File: src/rtl/msrv32_load_store_unit.sv
// Stage-3 load/store unit: one req/ack data-bus transaction per load or store,
// with lane steering, load extension, misalignment detection and a bus timeout.
module msrv32_load_store_unit #(
    parameter int unsigned TIMEOUT_CYCLES = 255
) (
    input  logic        ms_risc32_mp_clk_in,
    input  logic        ms_risc32_mp_rst_n_in,
    input  logic        mem_rd_req_in,
    input  logic        mem_wr_req_in,
    input  logic        flush_in,
    input  logic [31:0] iadder_out_reg_in,
    input  logic [31:0] rs2_reg_in,
    input  logic [1:0]  load_size_reg_in,
    input  logic        load_unsigned_reg_in,
    output logic        dmem_req_out,
    output logic        dmem_we_out,
    output logic [31:0] dmem_addr_out,
    output logic [31:0] dmem_wdata_out,
    output logic [3:0]  dmem_wstrb_out,
    input  logic        dmem_ack_in,
    input  logic        dmem_err_in,
    input  logic [31:0] dmem_rdata_in,
    output logic        hold_out,
    output logic [31:0] load_data_out,
    output logic        load_valid_out,
    output logic        misaligned_exc_out,
    output logic        bus_err_out
);

    localparam int unsigned CNT_W = $clog2(TIMEOUT_CYCLES + 1);

    typedef enum logic [1:0] {IDLE, BUSY, DONE} state_t;

    state_t             state_q;
    logic [CNT_W-1:0]   cnt_q;
    logic [CNT_W-1:0]   cnt_inc;
    logic [1:0]         off_q;
    logic [1:0]         size_q;
    logic               unsigned_q;

    logic               access;
    logic               aligned;
    logic               start;
    logic               misaligned;
    logic               timeout;
    logic [31:0]        wdata_c;
    logic [3:0]         wstrb_c;
    logic [31:0]        byte_lane;
    logic [31:0]        half_lane;
    logic [31:0]        load_ext;

    assign access     = mem_rd_req_in | mem_wr_req_in;
    assign start      = (state_q == IDLE) & access & ~flush_in & aligned;
    assign misaligned = (state_q == IDLE) & access & ~flush_in & ~aligned;
    assign hold_out   = (state_q == BUSY) | start;
    assign cnt_inc    = cnt_q + CNT_W'(1);
    assign timeout    = (cnt_inc == CNT_W'(TIMEOUT_CYCLES));

    // Size-dependent alignment check and store lane replication.
    always_comb begin
        aligned = 1'b1;
        wdata_c = rs2_reg_in;
        wstrb_c = 4'b1111;
        case (load_size_reg_in)
            2'b00: begin
                aligned = 1'b1;
                wdata_c = {4{rs2_reg_in[7:0]}};
                wstrb_c = 4'b0001 << iadder_out_reg_in[1:0];
            end
            2'b01: begin
                aligned = ~iadder_out_reg_in[0];
                wdata_c = {2{rs2_reg_in[15:0]}};
                wstrb_c = 4'b0011 << {iadder_out_reg_in[1], 1'b0};
            end
            default: begin
                aligned = (iadder_out_reg_in[1:0] == 2'b00);
                wdata_c = rs2_reg_in;
                wstrb_c = 4'b1111;
            end
        endcase
    end

    assign byte_lane = dmem_rdata_in >> {off_q, 3'b000};
    assign half_lane = dmem_rdata_in >> {off_q[1], 4'b0000};

    always_comb begin
        load_ext = dmem_rdata_in;
        case (size_q)
            2'b00:   load_ext = unsigned_q ? {24'b0, byte_lane[7:0]}
                                           : {{24{byte_lane[7]}}, byte_lane[7:0]};
            2'b01:   load_ext = unsigned_q ? {16'b0, half_lane[15:0]}
                                           : {{16{half_lane[15]}}, half_lane[15:0]};
            default: load_ext = dmem_rdata_in;
        endcase
    end

    always_ff @(posedge ms_risc32_mp_clk_in or negedge ms_risc32_mp_rst_n_in) begin
        if (!ms_risc32_mp_rst_n_in) begin
            state_q            <= IDLE;
            cnt_q              <= '0;
            off_q              <= 2'b00;
            size_q             <= 2'b00;
            unsigned_q         <= 1'b0;
            dmem_req_out       <= 1'b0;
            dmem_we_out        <= 1'b0;
            dmem_addr_out      <= 32'b0;
            dmem_wdata_out     <= 32'b0;
            dmem_wstrb_out     <= 4'b0;
            load_data_out      <= 32'b0;
            load_valid_out     <= 1'b0;
            misaligned_exc_out <= 1'b0;
            bus_err_out        <= 1'b0;
        end else begin
            load_valid_out     <= 1'b0;
            bus_err_out        <= 1'b0;
            misaligned_exc_out <= 1'b0;
            case (state_q)
                IDLE: begin
                    misaligned_exc_out <= misaligned;
                    if (start) begin
                        state_q        <= BUSY;
                        cnt_q          <= '0;
                        dmem_req_out   <= 1'b1;
                        // A simultaneous rd+wr request is resolved as a store.
                        dmem_we_out    <= mem_wr_req_in;
                        dmem_addr_out  <= {iadder_out_reg_in[31:2], 2'b00};
                        dmem_wdata_out <= wdata_c;
                        dmem_wstrb_out <= mem_wr_req_in ? wstrb_c : 4'b0000;
                        off_q          <= iadder_out_reg_in[1:0];
                        size_q         <= load_size_reg_in;
                        unsigned_q     <= load_unsigned_reg_in;
                    end
                end
                BUSY: begin
                    // An ack in the final counted cycle still wins over the timeout.
                    if (dmem_ack_in) begin
                        state_q      <= DONE;
                        cnt_q        <= '0;
                        dmem_req_out <= 1'b0;
                        if (dmem_err_in) begin
                            bus_err_out   <= 1'b1;
                            load_data_out <= 32'b0;
                        end else if (!dmem_we_out) begin
                            load_valid_out <= 1'b1;
                            load_data_out  <= load_ext;
                        end
                    end else if (timeout) begin
                        state_q       <= DONE;
                        cnt_q         <= '0;
                        dmem_req_out  <= 1'b0;
                        bus_err_out   <= 1'b1;
                        load_data_out <= 32'b0;
                    end else begin
                        cnt_q <= cnt_inc;
                    end
                end
                DONE: begin
                    state_q <= IDLE;
                end
                default: begin
                    state_q <= IDLE;
                end
            endcase
        end
    end

endmodule

File: config.mk
export PLATFORM = sky130hd
export DESIGN_NAME = msrv32_load_store_unit
export DESIGN_NICKNAME = d
export VERILOG_FILES = /design/src/rtl/msrv32_load_store_unit.sv
export SDC_FILE = /design/constraint.sdc
export NUM_CORES = 1
export LEC_CHECK = 0
export BUFFER_PORTS_ARGS = -buffer_cell sky130_fd_sc_hd__buf_2
export CORE_MARGIN = 8
export CORE_UTILIZATION = 48
export CTS_BUF_LIST = sky130_fd_sc_hd__clkbuf_4
export DETAILED_ROUTE_END_ITERATION = 7
export PLACE_DENSITY = 0.8
export SYNTH_ARGS = -nofsm -noshare
export SYNTH_HDL_FRONTEND = slang
export SYNTH_SLANG_ARGS = --single-unit
File: constraint.sdc
create_clock -name ms_risc32_mp_clk_in -period 2.6 [get_ports ms_risc32_mp_clk_in]
set_input_delay 0.13 -clock ms_risc32_mp_clk_in [delete_from_list [all_inputs] [get_ports ms_risc32_mp_clk_in]]
set_output_delay 0.13 -clock ms_risc32_mp_clk_in [all_outputs]
set_load 0.1 [all_outputs]
* After elaboration in Yosys (flattened, before gate mapping)
Cells that the tools add are included.
Operators by class: bitwise gates (word level) 9, muxes and demuxes 32, shift operators 4, add/subtract/negate cells 1, equality and inequality tests 7, reduce and logical (&&, ||, !) cells 11
Operator list (number):
- two-way mux 32 bit | 6
- case mux 32 bit (2 select lines) | 2
- >> shifter 32 x 5 -> 16 bit | 1
- >> shifter 32 x 5 -> 8 bit | 1
- two-way mux 8 bit | 3
- case mux 8 bit (2 select lines) | 1
- two-way mux 1 bit | 12
- adder 8 x 1 -> 8 bit (second input constant) | 1
- == test 8 bit (second input constant) | 1
- zero test 2 bit | 4
- case mux 4 bit (2 select lines) | 1
- == test 2 x 1 -> 1 bit (second input constant) | 3
- two-way mux 2 bit | 3
- AND reduction 2 bit | 3
- AND reduction 3 bit | 2
- AND 1 bit | 4
- two-way mux 4 bit | 1
- case mux 1 bit (2 select lines) | 2
- case mux 2 bit (2 select lines) | 1
- nonzero test 2 bit | 2
- left shift 1 x 2 -> 4 bit (first input constant) | 1
- left shift 2 x 2 -> 4 bit (first input constant) | 1
- != test 3 x 2 -> 1 bit (second input constant) | 1
- != test 3 bit (second input constant) | 1
- other kinds (3) | 6
Storage, ports and cells: word-level logic and storage cells 78, output and inout port bits 106, input bits 106, register bits 118

* Longest topological paths before layout
depth in word-level cells 6, mapped depth 8, gate-level depth less buffers 7

* Worst setup path before layout
OpenSTA, ideal clock, no wires.
kind register to register, from register state_q[0], to register cnt_q[2], period minus slack after synthesis 2062 ps, slack 538 ps, cell stages (with the launch flop) 6, path buffers 0, arrival 1896 ps, data required time 2434 ps, setup time 166 ps, path through dfrtp_1 > nor4_1 > and2_1 > nor2_1 > inv_1 > a31oi_1
Between the ends: word-level cells in the longest chain between the ends 6, elaborated cells between the ends (all ways) 9, those cells by class eq/ne: 2; mux: 1; bitwise: 3; reduce/logical: 3
RTL lines:
- start, declared | RTL line 34 | state_t state_q;
- start signal, assigned | RTL line 99 | state_q <= IDLE;
- start signal, assigned | RTL line 121 | state_q <= BUSY;
- start signal, assigned | RTL line 137 | state_q <= DONE;
- zero test 2 bit | RTL line 53, 117
- AND 1 bit (3 in series) | RTL line 53 | assign start = (state_q == IDLE) & access & ~flush_in & aligned;
- != test 2 bit (no line)
- AND reduction 2 bit (no line)
- end signal, assigned | RTL line 154 | cnt_q <= cnt_inc;
- end, declared | RTL line 35 | logic [CNT_W-1:0] cnt_q;
Several ways; a longest one is shown, not always the timed one. A chain may end at the register's enable or synchronous reset.

* Worst setup path after layout
from input load_size_reg_in[0], to output hold_out
Between the ends: word-level cells in the longest chain between the ends 4, elaborated cells between the ends (all ways) 5, those cells by class eq/ne: 1; mux: 1; bitwise: 2; reduce/logical: 1
RTL lines:
- start, declared | RTL line 13 | input logic [1:0] load_size_reg_in,
- == test 2 x 1 -> 1 bit / zero test 2 bit (equally long branches) | RTL line 64 | case (load_size_reg_in)
- case mux 1 bit (2 select lines) * | RTL line 64
- AND 1 bit * | RTL line 53
- bitwise OR 1 bit * | RTL line 55 | assign hold_out = (state_q == BUSY) | start;
- end, declared | RTL line 23 | output logic hold_out,
Mark *: on every way between the ends. The rest lies on a longest branch, timed or not.

==> impl_metrics.env <==
export IMPL_ys_async_sr_fraction_pct=100
export IMPL_synth_commonest_cells="177 x nand2_1, 118 x dfrtp_1, 60 x o21ai_0"
export IMPL_yosysWarnings=0
export IMPL_ys_ff_latch=118
export IMPL_cts_root_buf="clkbuf_4"
export IMPL_r2r_start="cnt_q[0]"
export IMPL_critPathArrivalTime_ns=2.25
export IMPL_start_kind="input port"
export IMPL_regToRegSetupSlack_ns=0.35
export IMPL_whs_endpoint="bus_err_out"
export IMPL_synth_top_cell_area_share_pct=54.2
export IMPL_track_usage_pct=24.8
export IMPL_htree_levels=4
export IMPL_dp_hpwl_um=11800
export IMPL_timing_rr_end="load_data_out[11]"
export IMPL_setup_ws_ns=0.220
export IMPL_relSlewSlack_pct=59.4
export IMPL_wire_per_inst_um=18.2
export IMPL_numClockSinks=118
export IMPL_cts_tree="built"
export IMPL_finClkSkew_ns=0.0195
export IMPL_final_util_pct=70.9
export IMPL_status="finished, final reports clean"
export IMPL_grt_max_degree=81
export IMPL_post_synth_top_count_cell="nand2_1"
export IMPL_yosys_area_top_type="dfrtp_1"
export IMPL_min_from="dmem_ack_in"
export IMPL_fin_crit_sh_pct=91.6
export IMPL_coreArea_sq_um=11300
export IMPL_layout_cells_non_filler=1039
export IMPL_die_y_um=123
export IMPL_ant_nets=0
export IMPL_grt_pass1_vias=5795
export IMPL_synthFlopType="dfrtp_1"
export IMPL_pwr_density_cell_nw_per_um2=1240
export IMPL_post_place_ws_ns=0.398
export IMPL_critPathMaxFanout=12
export IMPL_setup_viol=0
export IMPL_p_leak_nw=4.23
export IMPL_die_x_um=123
export IMPL_tightest_slew_ns=0.609
export IMPL_cts_buffer_depth=2
export IMPL_num_fill_cells=775
export IMPL_place_gp_congestion=0.841
export IMPL_worstRegToRegCells=8
export IMPL_io_pins=212
export IMPL_rsz0062_at_grt="false"
export IMPL_drt_first_pass_iters=5
export IMPL_period_needed_ns=2.38
export IMPL_synth_edff_count=0
export IMPL_start_util_pct=48.3
export IMPL_cts_made_buffers=17
export IMPL_grt_pass1_wl_um=29000
export IMPL_cp_data_required_time_ns=2.47
export IMPL_layout_nets=991
export IMPL_grt_overflow=0
export IMPL_hp_class="input port to flop"
export IMPL_die_area_sq_um=15000
export IMPL_ir_drop_mv=1.09
export IMPL_worstSetupEndpointType="primary output"
export IMPL_layout_drive_gt1_share_pct=31.1
export IMPL_synth_cell_types=41
export IMPL_drv_cap=0
export IMPL_dr_total_vias=5642
export IMPL_power_mw=9.92
export IMPL_finalHoldViolations=0
export IMPL_wirelength_um=18900
export IMPL_drcViolationCount=0
export IMPL_whs_path_depth=3
export IMPL_final_setup_tns_ns=0
export IMPL_vias_per_cell=5.43
export IMPL_clkTransAtPathRegs_ns=0.09
export IMPL_antenna_found_initial=0
export IMPL_syn_cell_area_sq_um=5450
export IMPL_yosysSeqAreaShare_pct=54.2
export IMPL_rows=39
export IMPL_io_buffer_count=209
export IMPL_drt_initial_drc_count=524
export IMPL_clk_latency_ns=0.55
export IMPL_syn2layout_area_growth_pct=46.6
export IMPL_final_max_slew_viol_count=0
export IMPL_syn_inst=571
export IMPL_syn_avg_cell_area_sq_um=9.54
export IMPL_fmax_ghz=0.420
export IMPL_setup_worst_path_class="input port to primary output"
export IMPL_placedCellCount=901
export IMPL_synth_area_top_cells="dfrtp_1 54%, nand2_1 12%, o21ai_0 5.5%"
how the worst max path moves through the flow:
| stage | cells after the start | endpoint | from | slack (ns) |
|---|---|---|---|---|
| 3_5_place_dp | 8 | load_data_out[9] | cnt_q[0] | 0.40 |
| 6_report | 8 | hold_out | load_size_reg_in[0] | 0.22 |
| 3_3_place_gp | 8 | load_data_out[8] | cnt_q[0] | 0.51 |
| 5_1_grt | 8 | hold_out | load_size_reg_in[0] | 0.13 |
| 2_1_floorplan | 5 | cnt_q[2] | state_q[0] | 0.54 |
| 4_1_cts | 8 | hold_out | load_size_reg_in[0] | 0.25 |
flip-flops by register name, summed over array words and instances (netlist names), 2 cells and up:
name / count
size_q: 2
dmem_wstrb_out: 4
state_q: 2
dmem_wdata_out: 32
off_q: 2
dmem_addr_out: 30
load_data_out: 32
cnt_q: 8
cell usage in the layout (no fill, tap or decap), types with 16 or more instances in the layout:
| cell type | n |
|---|---|
| buf_2 | 207 |
| a21bo_2 | 16 |
| dfrtp_1 | 118 |
| clkbuf_4 | 18 |
| nand2_1 | 176 |
| mux2i_1 | 24 |
| nor2_1 | 21 |
| dlygate4sd3_1 | 106 |
| o21ai_0 | 60 |
cell families (layout without fill, tap and decap cells):
kind of cell | count (synthesis) | in the layout | synth area share (%)
buffers and inverters | 49 | 372 | 4.04
muxes | 32 | 32 | 6.27
AOI/OAI and AO/OA | 138 | 138 | 17.2
xor gates and xnor gates | 6 | 6 | 0.964
adders and majority gates | 2 | 2 | 0.459
other | 1 | 3 | 0.0688
and+or+nand+nor | 225 | 225 | 16.8
DFF | 118 | 118 | 54.2
worst max-delay path, cell delays in order:
cell	delay [ns]
dlygate4sd3_1	0.52
buf_2	0.34
a21o_1	0.16
o21ai_0	0.13
and2_2	0.25
nor2_1	0.27
inv_1	0.22
buf_12	0.22
power breakdown:
| group | leakage [nW] | internal (mW) | total [mW] | switching [mW] |
|---|---|---|---|---|
| clock | 0.154 | 0.651 | 1.34 | 0.686 |
| combinational | 2.56 | 1.01 | 5.82 | 4.81 |
| sequential | 1.52 | 2.38 | 2.77 | 0.387 |
cell type report:
| type | instances | area, sq um | area share (%) |
|---|---|---|---|
| repair buffers | 328 | 2250 | 28.1 |
| diodes | 1 | 2.50 | 0.0313 |
| multi-input cells | 405 | 2280 | 28.6 |
| inverters | 13 | 48.8 | 0.611 |
| clock buffers | 18 | 135 | 1.69 |
| flip-flops and latches | 118 | 2950 | 37.0 |
| clock inverters | 13 | 139 | 1.74 |
| well taps | 143 | 179 | 2.24 |
per-layer routing:
metal  up-vias  wire, um  GRT usage (%)
met5         -         0              0
met2       314      9310           41.5
met3        48      2160           9.75
met1      2703      6910           26.8
met4         0       550           12.9
li1       2577         -              -
per-stage QoR:
stage / hold slack [ns] / instance area [sq um]
detailed placement: 0.179 / 6650
global placement: 0.159 / 6650
global route: 0.0257 / 7990
CTS: 0.0160 / 7990
finish: 0.0660 / 7990
floorplan: -0.166 / 5450
what timing repair did:
| action | in CTS | in global routing |
|---|---|---|
| hold endpoints to repair | 149 | 0 |
| setup buffers | 0 | 0 |
| gates resized for setup | 0 | 0 |
| hold buffers | 106 | 0 |
(Power assumes the default switching activity.)
